===== src/rtl/bpc_pkg.sv =====
// ============================================================================
// Package  : bpc_pkg
// Brief    : Shared prefix codes, encoder state type and size-width helper
//            for the BPC DBX-plane stream encoder.
// Revision : 1.0 - initial release
// ============================================================================
`default_nettype none

package bpc_pkg;

    localparam int         BPC_PFX_W      = 5;
    localparam logic [4:0] BPC_PFX_ONES   = 5'b00000;
    localparam logic [4:0] BPC_PFX_DBP    = 5'b00001;
    localparam logic [4:0] BPC_PFX_CONS   = 5'b00010;
    localparam logic [4:0] BPC_PFX_SINGLE = 5'b00011;
    localparam logic [2:0] BPC_PFX_RUN1   = 3'b001;
    localparam logic [1:0] BPC_PFX_RUNN   = 2'b01;

    typedef enum logic [1:0] {
        PASS = 2'd0,
        RUN  = 2'd1,
        PEND = 2'd2
    } bpc_state_e;

    // Width able to hold any codeword length 0..PLANE_W+1
    function automatic int bpc_sz_w(input int plane_w);
        return $clog2(plane_w + 2);
    endfunction

endpackage

`default_nettype wire


===== src/rtl/bpc_dbx_classify.sv =====
// ============================================================================
// Module   : bpc_dbx_classify
// Brief    : Combinational DBX-plane classifier producing a left-aligned
//            codeword and its length for one non-zero plane.
// Revision : 1.0 - initial release
// ============================================================================
`default_nettype none

module bpc_dbx_classify
    import bpc_pkg::*;
#(
    parameter int  PLANE_W = 63,
    parameter int  IDX_W   = $clog2(PLANE_W),
    localparam int SZ_W    = bpc_sz_w(PLANE_W)
) (
    input  logic [PLANE_W-1:0] plane_i,
    input  logic               dbp_flag_i,
    output logic               is_zero_o,
    output logic [PLANE_W:0]   code_o,
    output logic [SZ_W-1:0]    size_o
);

    localparam int                 CW      = PLANE_W + 1;
    localparam int                 POS_W   = BPC_PFX_W + IDX_W;
    localparam logic [PLANE_W-1:0] LSB_ONE = {{(PLANE_W-1){1'b0}}, 1'b1};

    logic               w_all_ones;
    logic               w_single;
    logic               w_cons;
    logic [PLANE_W-1:0] w_pair;
    logic [IDX_W-1:0]   w_idx_single;
    logic [IDX_W-1:0]   w_idx_pair;

    assign is_zero_o  = ~|plane_i;
    assign w_all_ones = &plane_i;
    // w_pair marks bit i wherever bits i and i+1 are both set
    assign w_pair     = plane_i & (plane_i >> 1);
    assign w_single   = !is_zero_o && ((plane_i & (plane_i - LSB_ONE)) == '0);
    assign w_cons     = (w_pair != '0) && ((w_pair & (w_pair - LSB_ONE)) == '0)
                        && (plane_i == (w_pair | (w_pair << 1)));

    always_comb begin
        w_idx_single = '0;
        w_idx_pair   = '0;
        for (int i = 0; i < PLANE_W; i++) begin
            if (plane_i[i]) w_idx_single = w_idx_single | IDX_W'(i);
            if (w_pair[i])  w_idx_pair   = w_idx_pair | IDX_W'(i);
        end
    end

    always_comb begin
        code_o = '0;
        size_o = '0;
        if (!is_zero_o) begin
            if (w_all_ones) begin
                code_o[CW-1 -: BPC_PFX_W] = BPC_PFX_ONES;
                size_o                    = SZ_W'(BPC_PFX_W);
            end else if (dbp_flag_i) begin
                code_o[CW-1 -: BPC_PFX_W] = BPC_PFX_DBP;
                size_o                    = SZ_W'(BPC_PFX_W);
            end else if (w_cons) begin
                code_o[CW-1 -: POS_W] = {BPC_PFX_CONS, w_idx_pair};
                size_o                = SZ_W'(POS_W);
            end else if (w_single) begin
                code_o[CW-1 -: POS_W] = {BPC_PFX_SINGLE, w_idx_single};
                size_o                = SZ_W'(POS_W);
            end else begin
                code_o = {1'b1, plane_i};
                size_o = SZ_W'(CW);
            end
        end
    end

endmodule

`default_nettype wire


===== src/rtl/bpc_dbx_stream_enc.sv =====
// ============================================================================
// Module   : bpc_dbx_stream_enc
// Brief    : Streaming DBX-plane encoder with zero-run merging and a single
//            registered output stage. Optional statistics counters are
//            built when BPC_DBX_STATS_EN is defined.
// Revision : 1.0 - initial release
// ============================================================================
`default_nettype none

module bpc_dbx_stream_enc
    import bpc_pkg::*;
#(
    parameter int  PLANE_W = 63,
    parameter int  IDX_W   = $clog2(PLANE_W),
    parameter int  RUN_W   = 5,
    localparam int SZ_W    = bpc_sz_w(PLANE_W)
) (
    input  logic               clk,
    input  logic               rst,
    input  logic               s_valid,
    output logic               s_ready,
    input  logic [PLANE_W-1:0] s_plane,
    input  logic               s_dbp_flag,
    input  logic               s_last,
    output logic               m_valid,
    input  logic               m_ready,
    output logic [PLANE_W:0]   m_codeword,
    output logic [SZ_W-1:0]    m_size,
    output logic               m_last,
    output logic [31:0]        stat_bits,
    output logic [31:0]        stat_planes
);

    localparam int RUN_MAX = 2**RUN_W + 1;
    localparam int CNT_W   = $clog2(RUN_MAX + 1);
    localparam int CW      = PLANE_W + 1;

    bpc_state_e       state_q;
    logic [CNT_W-1:0] run_cnt_q;
    logic [CNT_W-1:0] run_len_d;
    logic             m_valid_q;
    logic             m_last_q;
    logic [PLANE_W:0] m_codeword_q;
    logic [SZ_W-1:0]  m_size_q;
    logic             pend_last_q;
    logic [PLANE_W:0] pend_code_q;
    logic [SZ_W-1:0]  pend_size_q;

    logic             w_is_zero;
    logic [PLANE_W:0] w_cls_code;
    logic [SZ_W-1:0]  w_cls_size;
    logic [PLANE_W:0] w_run_code;
    logic [SZ_W-1:0]  w_run_size;
    logic             w_slot_free;
    logic             w_accept;
    logic             w_run_done;

    bpc_dbx_classify #(
        .PLANE_W (PLANE_W),
        .IDX_W   (IDX_W)
    ) u_classify (
        .plane_i    (s_plane),
        .dbp_flag_i (s_dbp_flag),
        .is_zero_o  (w_is_zero),
        .code_o     (w_cls_code),
        .size_o     (w_cls_size)
    );

    assign w_slot_free = !m_valid_q || m_ready;
    assign s_ready     = w_slot_free && (state_q != PEND);
    assign w_accept    = s_valid && s_ready;
    // Run length including the incoming plane when that plane is zero
    assign run_len_d   = w_is_zero ? run_cnt_q + CNT_W'(1) : run_cnt_q;
    assign w_run_done  = (run_len_d == CNT_W'(RUN_MAX)) || s_last;

    always_comb begin
        w_run_code = '0;
        w_run_size = '0;
        if (run_len_d == CNT_W'(1)) begin
            w_run_code[CW-1 -: 3] = BPC_PFX_RUN1;
            w_run_size            = SZ_W'(3);
        end else begin
            w_run_code[CW-1 -: 2+RUN_W] = {BPC_PFX_RUNN, RUN_W'(run_len_d - CNT_W'(2))};
            w_run_size                  = SZ_W'(2 + RUN_W);
        end
    end

    always_ff @(posedge clk) begin
        if (rst) begin
            state_q      <= PASS;
            run_cnt_q    <= '0;
            m_valid_q    <= 1'b0;
            m_codeword_q <= '0;
            m_size_q     <= '0;
            m_last_q     <= 1'b0;
            pend_code_q  <= '0;
            pend_size_q  <= '0;
            pend_last_q  <= 1'b0;
        end else begin
            if (m_valid_q && m_ready) m_valid_q <= 1'b0;
            if (w_accept) begin
                case (state_q)
                    PASS: begin
                        if (!w_is_zero) begin
                            m_valid_q    <= 1'b1;
                            m_codeword_q <= w_cls_code;
                            m_size_q     <= w_cls_size;
                            m_last_q     <= s_last;
                        end else if (w_run_done) begin
                            m_valid_q    <= 1'b1;
                            m_codeword_q <= w_run_code;
                            m_size_q     <= w_run_size;
                            m_last_q     <= s_last;
                        end else begin
                            run_cnt_q <= run_len_d;
                            state_q   <= RUN;
                        end
                    end
                    RUN: begin
                        if (!w_is_zero) begin
                            // Close the run now; the plane's own code waits one slot
                            m_valid_q    <= 1'b1;
                            m_codeword_q <= w_run_code;
                            m_size_q     <= w_run_size;
                            m_last_q     <= 1'b0;
                            pend_code_q  <= w_cls_code;
                            pend_size_q  <= w_cls_size;
                            pend_last_q  <= s_last;
                            run_cnt_q    <= '0;
                            state_q      <= PEND;
                        end else if (w_run_done) begin
                            m_valid_q    <= 1'b1;
                            m_codeword_q <= w_run_code;
                            m_size_q     <= w_run_size;
                            m_last_q     <= s_last;
                            run_cnt_q    <= '0;
                            state_q      <= PASS;
                        end else begin
                            run_cnt_q <= run_len_d;
                        end
                    end
                    default: ;
                endcase
            end else if (state_q == PEND && w_slot_free) begin
                m_valid_q    <= 1'b1;
                m_codeword_q <= pend_code_q;
                m_size_q     <= pend_size_q;
                m_last_q     <= pend_last_q;
                state_q      <= PASS;
            end
        end
    end

    assign m_valid    = m_valid_q;
    assign m_codeword = m_codeword_q;
    assign m_size     = m_size_q;
    assign m_last     = m_last_q;

`ifdef BPC_DBX_STATS_EN
    logic [31:0] stat_bits_q;
    logic [31:0] stat_planes_q;

    always_ff @(posedge clk) begin
        if (rst) begin
            stat_bits_q   <= '0;
            stat_planes_q <= '0;
        end else begin
            if (m_valid_q && m_ready) stat_bits_q <= stat_bits_q + 32'(m_size_q);
            if (w_accept) stat_planes_q <= stat_planes_q + 32'd1;
        end
    end

    assign stat_bits   = stat_bits_q;
    assign stat_planes = stat_planes_q;
`else
    assign stat_bits   = '0;
    assign stat_planes = '0;
`endif

endmodule

`default_nettype wire


===== config.mk =====
export PLATFORM = sky130hd
export DESIGN_NAME = bpc_dbx_stream_enc
export DESIGN_NICKNAME = d
export VERILOG_FILES = /design/src/rtl/bpc_pkg.sv /design/src/rtl/bpc_dbx_classify.sv /design/src/rtl/bpc_dbx_stream_enc.sv
export SDC_FILE = /design/constraint.sdc
export NUM_CORES = 1
export LEC_CHECK = 0
export BUFFER_PORTS_ARGS = -buffer_cell sky130_fd_sc_hd__buf_2
export CORE_ASPECT_RATIO = 0.9
export CORE_UTILIZATION = 30
export DETAILED_ROUTE_END_ITERATION = 10
export PLACE_DENSITY = 0.58
export SLEW_MARGIN = 20
export SYNTH_ARGS = -nofsm -noshare
export SYNTH_HDL_FRONTEND = slang
export SYNTH_SLANG_ARGS = --single-unit

===== constraint.sdc =====
create_clock -name clk -period 8 [get_ports clk]
set_input_delay 1.2 -clock clk [delete_from_list [all_inputs] [get_ports clk]]
set_output_delay 1.2 -clock clk [all_outputs]
set_load 0.01 [all_outputs]

Word level (Yosys, flattened, before mapping)

Cells that the tools add are included.
W data, S select, Z words.

Flip-flop bits (word level): 153
Input bits: 69
Output and inout bits: 138
Word-level logic and storage cells: 400

$add $sub $neg: 4
Eq/ne operators: 12
Muxes and demuxes: 346
Bitwise operators: 4
Reduce and logical (&&, ||, !) cells: 25

Operators by type and width:

| operator                | count |
|---|---|
| $mux W64                | 33 |
| $mux W6                 | 85 |
| $mux W53                | 9 |
| $mux W7                 | 47 |
| $mux W59                | 5 |
| $mux W5                 | 37 |
| $pmux W64 S2            | 1 |
| $and A63 B63 Y63        | 2 |
| $logic_not A63 Y1       | 2 |
| $sub A63 B1 Y63 const B | 2 |
| $mux W11                | 9 |
| $mux W4                 | 17 |
| $and A63 B62 Y63        | 1 |
| $eq A63 B63 Y1          | 1 |
| $or A63 B63 Y63         | 1 |
| $reduce_and A63 Y1      | 1 |
| $reduce_bool A63 Y1     | 1 |
| $reduce_or A63 Y1       | 1 |
| $mux W2                 | 30 |
| $mux W1                 | 59 |
| $mux W3                 | 9 |
| $pmux W7 S2             | 1 |
| $pmux W6 S2             | 1 |
| $ne A4 B4 Y1 const B    | 2 |
| 22 further kinds        | 34 |

Depth between registers and ports, before layout

Word-level depth: 86
Gate-level depth with buffers: 15
Gate-level depth less buffers: 12

Modules after synthesis

A second synthesis with hierarchy kept.

Cell total of the unflattened synthesis: 1891
Area, all modules: 12373.1 µm²

By module, submodules not included:

| module             | instances | cells an instance | area each (µm²) |
|---|---|---|---|
| bpc_dbx_stream_enc | 1         | 1022              | 7345.8 |
| bpc_dbx_classify   | 1         | 869               | 5027.3 |

Least setup slack after synthesis

OpenSTA, ideal clock, no wires.

Path type: input to register
Start: in s_plane[24]
End: reg pend_code_q[17]
Library setup time: 0.117 ns
Data arrival time: 4.715 ns
Data required time: 7.883 ns
Path slack: 3.168 ns
Stages on the path: 15
Buffers on the path: 5
Cells stage by stage: buf_2 or4_4 or4_1 buf_2 o41ai_1 o2111ai_1 or4b_1 nor4_2 and4_1 buf_4 a21oi_2 and2_1 buf_2 buf_6 a22o_1

Longest elaborated chain between the ends: 28
Elaborated cells between the ends (all ways): 41
Classes of those cells: 2 x add/sub; 1 x eq/ne; 24 x mux; 4 x bitwise; 10 x reduce/logical

RTL lines:

| item                 | RTL line                  | source |
|---|---|---|
| from (decl)          | bpc_dbx_stream_enc.sv:22  | `input logic [PLANE_W-1:0] s_plane,` |
| $sub A63 B1 Y63      | bpc_dbx_classify.sv:38    | `assign w_single = !is_zero_o && ((plane_i & (plane_i - LSB_ONE)) == '0);` |
| $and A63 B63 Y63     | bpc_dbx_classify.sv:38    |  |
| $logic_not A63 Y1    | bpc_dbx_classify.sv:38    |  |
| $logic_and A1 B1 Y1  | bpc_dbx_classify.sv:38    |  |
| $mux W53             | bpc_dbx_classify.sv:64    | `end else if (w_single) begin` |
| $mux W53             | bpc_dbx_classify.sv:61    | `end else if (w_cons) begin` |
| $mux W53             | bpc_dbx_classify.sv:58    | `end else if (dbp_flag_i) begin` |
| $mux W53             | bpc_dbx_classify.sv:55    | `if (w_all_ones) begin` |
| [... 12 more ...]    | -                         |  |
| $mux W64             | bpc_dbx_stream_enc.sv:102 | `case (state_q)` |
| $mux W64             | bpc_dbx_stream_enc.sv:101 | `if (w_accept) begin` |
| $mux W64             | bpc_dbx_stream_enc.sv:89  | `if (rst) begin` |
| $mux W64             | bpc_dbx_stream_enc.sv:102 |  |
| $mux W64             | bpc_dbx_stream_enc.sv:101 |  |
| $mux W64             | bpc_dbx_stream_enc.sv:89  |  |
| $mux W64             | bpc_dbx_stream_enc.sv:101 |  |
| $mux W64             | bpc_dbx_stream_enc.sv:89  |  |
| to (signal assigned) | bpc_dbx_stream_enc.sv:126 | `pend_code_q <= w_cls_code;` |
| to (decl)            | bpc_dbx_stream_enc.sv:46  | `logic [PLANE_W:0] pend_code_q;` |

Several ways; a longest one is shown, not always the timed one. The select of a mux whose other input is x is not followed.
A chain may end at the register's enable or synchronous reset.

Worst setup path in the final report

Start: in s_plane[4]
End: reg m_size_q[1] (netlist: m_size[1])

Longest elaborated chain between the ends: 28
Elaborated cells between the ends (all ways): 54
Classes of those cells: 2 x add/sub; 2 x eq/ne; 37 x mux; 4 x bitwise; 9 x reduce/logical

RTL lines:

| item                 | RTL line                  | source |
|---|---|---|
| $sub A63 B1 Y63      | bpc_dbx_classify.sv:38    |  |
| $and A63 B63 Y63     | bpc_dbx_classify.sv:38    |  |
| $logic_not A63 Y1    | bpc_dbx_classify.sv:38    |  |
| $logic_and A1 B1 Y1  | bpc_dbx_classify.sv:38    |  |
| $mux W7              | bpc_dbx_classify.sv:64    |  |
| $mux W7              | bpc_dbx_classify.sv:61    |  |
| $mux W7              | bpc_dbx_classify.sv:58    |  |
| $mux W7              | bpc_dbx_classify.sv:55    |  |
| [... 12 more ...]    | -                         |  |
| $mux W7              | bpc_dbx_stream_enc.sv:102 |  |
| $mux W7              | bpc_dbx_stream_enc.sv:101 |  |
| $mux W7              | bpc_dbx_stream_enc.sv:89  |  |
| $pmux W7 S2 (*)      | bpc_dbx_stream_enc.sv:102 |  |
| $mux W7 (*)          | bpc_dbx_stream_enc.sv:101 |  |
| $mux W7 (*)          | bpc_dbx_stream_enc.sv:89  |  |
| $mux W7 (*)          | bpc_dbx_stream_enc.sv:101 |  |
| $mux W7 (*)          | bpc_dbx_stream_enc.sv:89  |  |
| to (signal assigned) | bpc_dbx_stream_enc.sv:107 | `m_size_q <= w_cls_size;` |
| to (signal assigned) | bpc_dbx_stream_enc.sv:112 | `m_size_q <= w_run_size;` |
| to (signal assigned) | bpc_dbx_stream_enc.sv:124 | `m_size_q <= w_run_size;` |
| to (decl)            | bpc_dbx_stream_enc.sv:44  | `logic [SZ_W-1:0] m_size_q;` |

Every way passes the cells marked *; elsewhere a longest branch is shown, timed or not. The select of a mux whose other input is x is not followed.

==> reports/summary.md <==
The internal power of the cells is 1.36 mW. The run gives 0 ns as the setup TNS. The post-route minimum period was 5.96 ns; the depth of the CTS H-tree was 4.

The tools report the wire length of the first global-routing pass as 80.7 mm. In this run the count of I/O pins placed on the die edge is 207. The delay of the slowest cell on the worst path works out to 0.97 ns. Setup repair after global routing left no endpoint under its margin.

The tools report the number of resized instances in the post-cts repair step as 0. The worst-path cell with the longest stage delay is sky130_fd_sc_hd__nor4_1. The power density of the placed cells works out to 166 nW/um^2. Clock-pin slew was measured on the worst setup and hold paths at 0.07 ns. The design draws 2.07 mW. The sequential share of power is 37.8%, and the cell area after synthesis is 11200 sq um. The run gives 13.5k as the vias after detailed routing. Of the post-synthesis cell area, the dominant cell type holds 26.6%. For this run the aggregate overflow at the end of global routing stands at 0. Dividing the detail-routed wire length by the instance count gives 26.4 um.

After detailed routing, the number of remaining DRC violations is 0. For the area occupied by multi-input gates, the log shows 7290 sq um. In this design, the critical path's most frequently occurring cell is sky130_fd_sc_hd__nor4_1. TritonCTS built the clock tree.

In this run the tightest slew margin relative to its limit is 34.8%. Measured on the finished design, the core utilization comes to 34.1%. The number of antenna violations at the first check in global routing is 1, and the number of clock sinks is 149.

Counting both buffers and inverters, the worst setup path holds a total of 2. The static leakage power came out at 4.63 nW. The critical path is of the in2reg type. The clock root buffer is sky130_fd_sc_hd__clkbuf_16. Measured along the y axis, the die boundary spans 185 um. Number of clock buffers inserted by TritonCTS: 17.

Net switching is 34.6% of the power. Mean instance size in the synthesized netlist: 7.23 sq um. In the synthesized netlist the async set-or-reset flop fraction comes to 0%.

The logs give 83 for the pin count of the biggest net entering global routing and 0 for the diode insertion count for antenna repair. Synthesis inferred 149 register bits. The count of nets left with antenna violations once routing finished came out at 0. Walking the worst path, the cells encountered are buf_2, nor4_1, nand3_1, nor4_1, o2111ai_1, or4b_1, nor4_2, and4_1, a21oi_4, buf_4, o31a_1, a311oi_2. Via count of the first global-routing pass: 12.7k. Of the total power, the clock network draws 41.3%. The logs give 0 for the number of failing hold endpoints at the final stage and 30.7% for the initial core utilization.

The share of synthesized area occupied by flip-flops and latches is 26.6%, and the cell depth of the worst min-delay path is 2. Clock skew on the completed layout was measured at 0.0125 ns. The share of final-layout standard cells stronger than drive strength 1 is 13.7%. The worst hold path belongs to the class reg2reg. Yosys mapped a number of flops with a built-in enable equal to 0.

The quantity of I/O buffers inserted on ports was 142; the floorplan die width was 206 um. The tools report the number of detailed-route iterations in the first pass as 8. The cell row count came out at 66. Leaving out fill and tap cells, the most frequent cells in the layout are sky130_fd_sc_hd__nor2_1, sky130_fd_sc_hd__dfxtp_1, sky130_fd_sc_hd__buf_2. Data on the critical path is required at its endpoint by 8.34 ns.

The layout overhead on the synthesized area was 11.1%; the max-capacitance violation count was 0. Category of the worst setup path capture point: a flip-flop. The measured slew at the worst slew-check pin came out at 0.965 ns. The library cell used most frequently in the layout, excluding fill and tap cells, is sky130_fd_sc_hd__nor2_1. The via count normalized by instance count was 6.55.

For the max-slew violation count, the log shows 0. Global routing used 28.1% of the available tracks across all layers. The routed wire length was 54.3 mm; the clock latency reported for the late side of the worst-skew pair was 0.43 ns.

At the end of routability-driven placement, the weighted congestion stood at 0.981. The flow ran to the end, and the final reports show no timing, DRC or antenna violations. No sink is reached through more buffers than the 2 on the longest clock path. The logs give 2980 sq um for the register area and 0.125 mV for the highest ir drop seen on vdd.

For this design, the CTS-stage hold fixing added 0 buffers. The run gives 20.9% as the portion of total power attributed to combinational logic. Of all cell types, the one taking the most synthesized area is sky130_fd_sc_hd__dfxtp_1. Along the worst path, the maximum fanout reaches 64. By area the synthesized netlist is led by sky130_fd_sc_hd__dfxtp_1, sky130_fd_sc_hd__nor2_1, sky130_fd_sc_hd__clkbuf_1. After technology mapping, the gate count stands at 1550.

The tools report the total setup buffers inserted after CTS as 0. Counting cells, the worst reg-to-reg path comes to 9. The data arrival at the endpoint of the critical path was 6.29 ns.

The highest clock frequency the design can meet was 0.168 GHz; the number of distinct standard cells referenced by the synthesized netlist was 78. Detailed placement finished with a half-perimeter wire length of 36.7 mm. The first routing iteration left 1726 violations. Total die area: 38100 sq um. In this run the power spent charging and discharging nets is 0.716 mW. Flip-flop cell with the highest count after synthesis: sky130_fd_sc_hd__dfxtp_1. The total area inside the core boundary comes to 36500 sq um. The tools report the nature of the critical path startpoint as a primary input. Largest delay contributor family on the critical path: simple AND/OR/NAND/NOR gates.

The final critical path takes up 74.4% of the cycle. During synthesis, Yosys emitted a total of 0 warnings. The final setup violation count was 0; the number of nets in the final layout was 1643. Cell count along the critical path: 12. The tools report the number of filler cells placed in the layout as 3956.
## registers in the layout (all words and copies together) (netlist names)
name         cells
pend_size_q      4
state_q          2
pend_code_q     63
run_cnt_q        6
m_valid          1
m_size           7
pend_last_q      1
m_codeword      64
m_last           1
## kinds of logic after synthesis
family          Yosys count  synth area share [%]
buf+inv                 245                  10.9
compound gates          475                  30.0
other cells               1                0.0335
mux                      11                  1.04
xor+xnor                  5                 0.391
fa+ha+maj                 4                 0.402
simple gates            660                  30.6
flops                   149                  26.6
## power groups by stage
stage	Combinational, mW	Sequential [mW]	Clock [mW]
after floorplan	0.257	0.805	0
after global placement	0.415	0.799	0
after detailed placement	0.414	0.800	0
after CTS	0.415	0.783	0.870
after global routing	0.458	0.786	0.906
final	0.434	0.783	0.856
## through the flow
stage | setup WS, ns | cell area, sq um | cells | hold slack, ns
2_1_floorplan | 3.17 | 11400 | 1613 | 0.426
3_3_place_gp | 1.79 | 11800 | 2028 | 0.437
3_5_place_dp | 1.72 | 11800 | 2028 | 0.443
4_1_cts | 2.15 | 12400 | 2060 | 0.458
5_1_grt | 1.59 | 12500 | 2061 | 0.484
6_report | 2.04 | 12500 | 2061 | 0.461
## layout make-up
cell class                      instances  share of cell area (%)
Tap cell                              476                    4.78
Multi-Input combinational cell       1219                    58.5
Sequential cell                       149                    24.0
Inverter                               26                   0.784
Clock inverter                         15                    1.63
Clock buffer                           17                    3.42
Timing Repair Buffer                  159                    6.89
## cells in the mapped netlist, drive strengths merged (6+ instances only)
library cell and n:
a22oi 20, nand3 93, a31oi 22, o31ai 11, nand2 107, a22o 59, nor3b 21, or3 16
a311oi 57, a21oi 94, and3 63, a21o 9, inv 25, nor2b 6, nor4b 6, dfxtp 149
buf 81, o41ai 12, o21a 6, o2111ai 8, clkbuf 138, a2111oi 13, a211oi 6, nand4 45
nor2 162, nand4b 9, nor3 29, nor4 49, o211ai 11, o21ai 90, or4 19, nand2b 12
and2 9, mux2i 6
## worst reg2reg max path: stages, from the launching register on
cell and delay, ns:
sky130_fd_sc_hd__dfxtp_1 0.42, sky130_fd_sc_hd__ha_1 0.29, sky130_fd_sc_hd__and2_1 0.21, sky130_fd_sc_hd__o2111ai_1 0.25, sky130_fd_sc_hd__a21oi_1 0.24, sky130_fd_sc_hd__a21boi_4 0.68
sky130_fd_sc_hd__buf_4 0.48, sky130_fd_sc_hd__and3_1 0.25, sky130_fd_sc_hd__a21oi_1 0.05, sky130_fd_sc_hd__a311oi_1 0.31
## layer usage
layer	vias up	global-route usage (%)	routed length, um
met5	-	0	0
met2	969	42.2	23300
li1	5871	-	-
met1	6491	38.3	22800
met4	0	11.5	2020
met3	177	6.32	6150
## worst paths after layout
kind                   start              end  slack (ns)
max reg2reg     run_cnt_q[0]    m_codeword[0]        4.72
min          pend_code_q[54]  pend_code_q[54]        0.46
max               s_plane[4]        m_size[1]        2.04
min reg2reg  pend_code_q[54]  pend_code_q[54]        0.46
No activity file was read; power rests on OpenSTA's default activity.
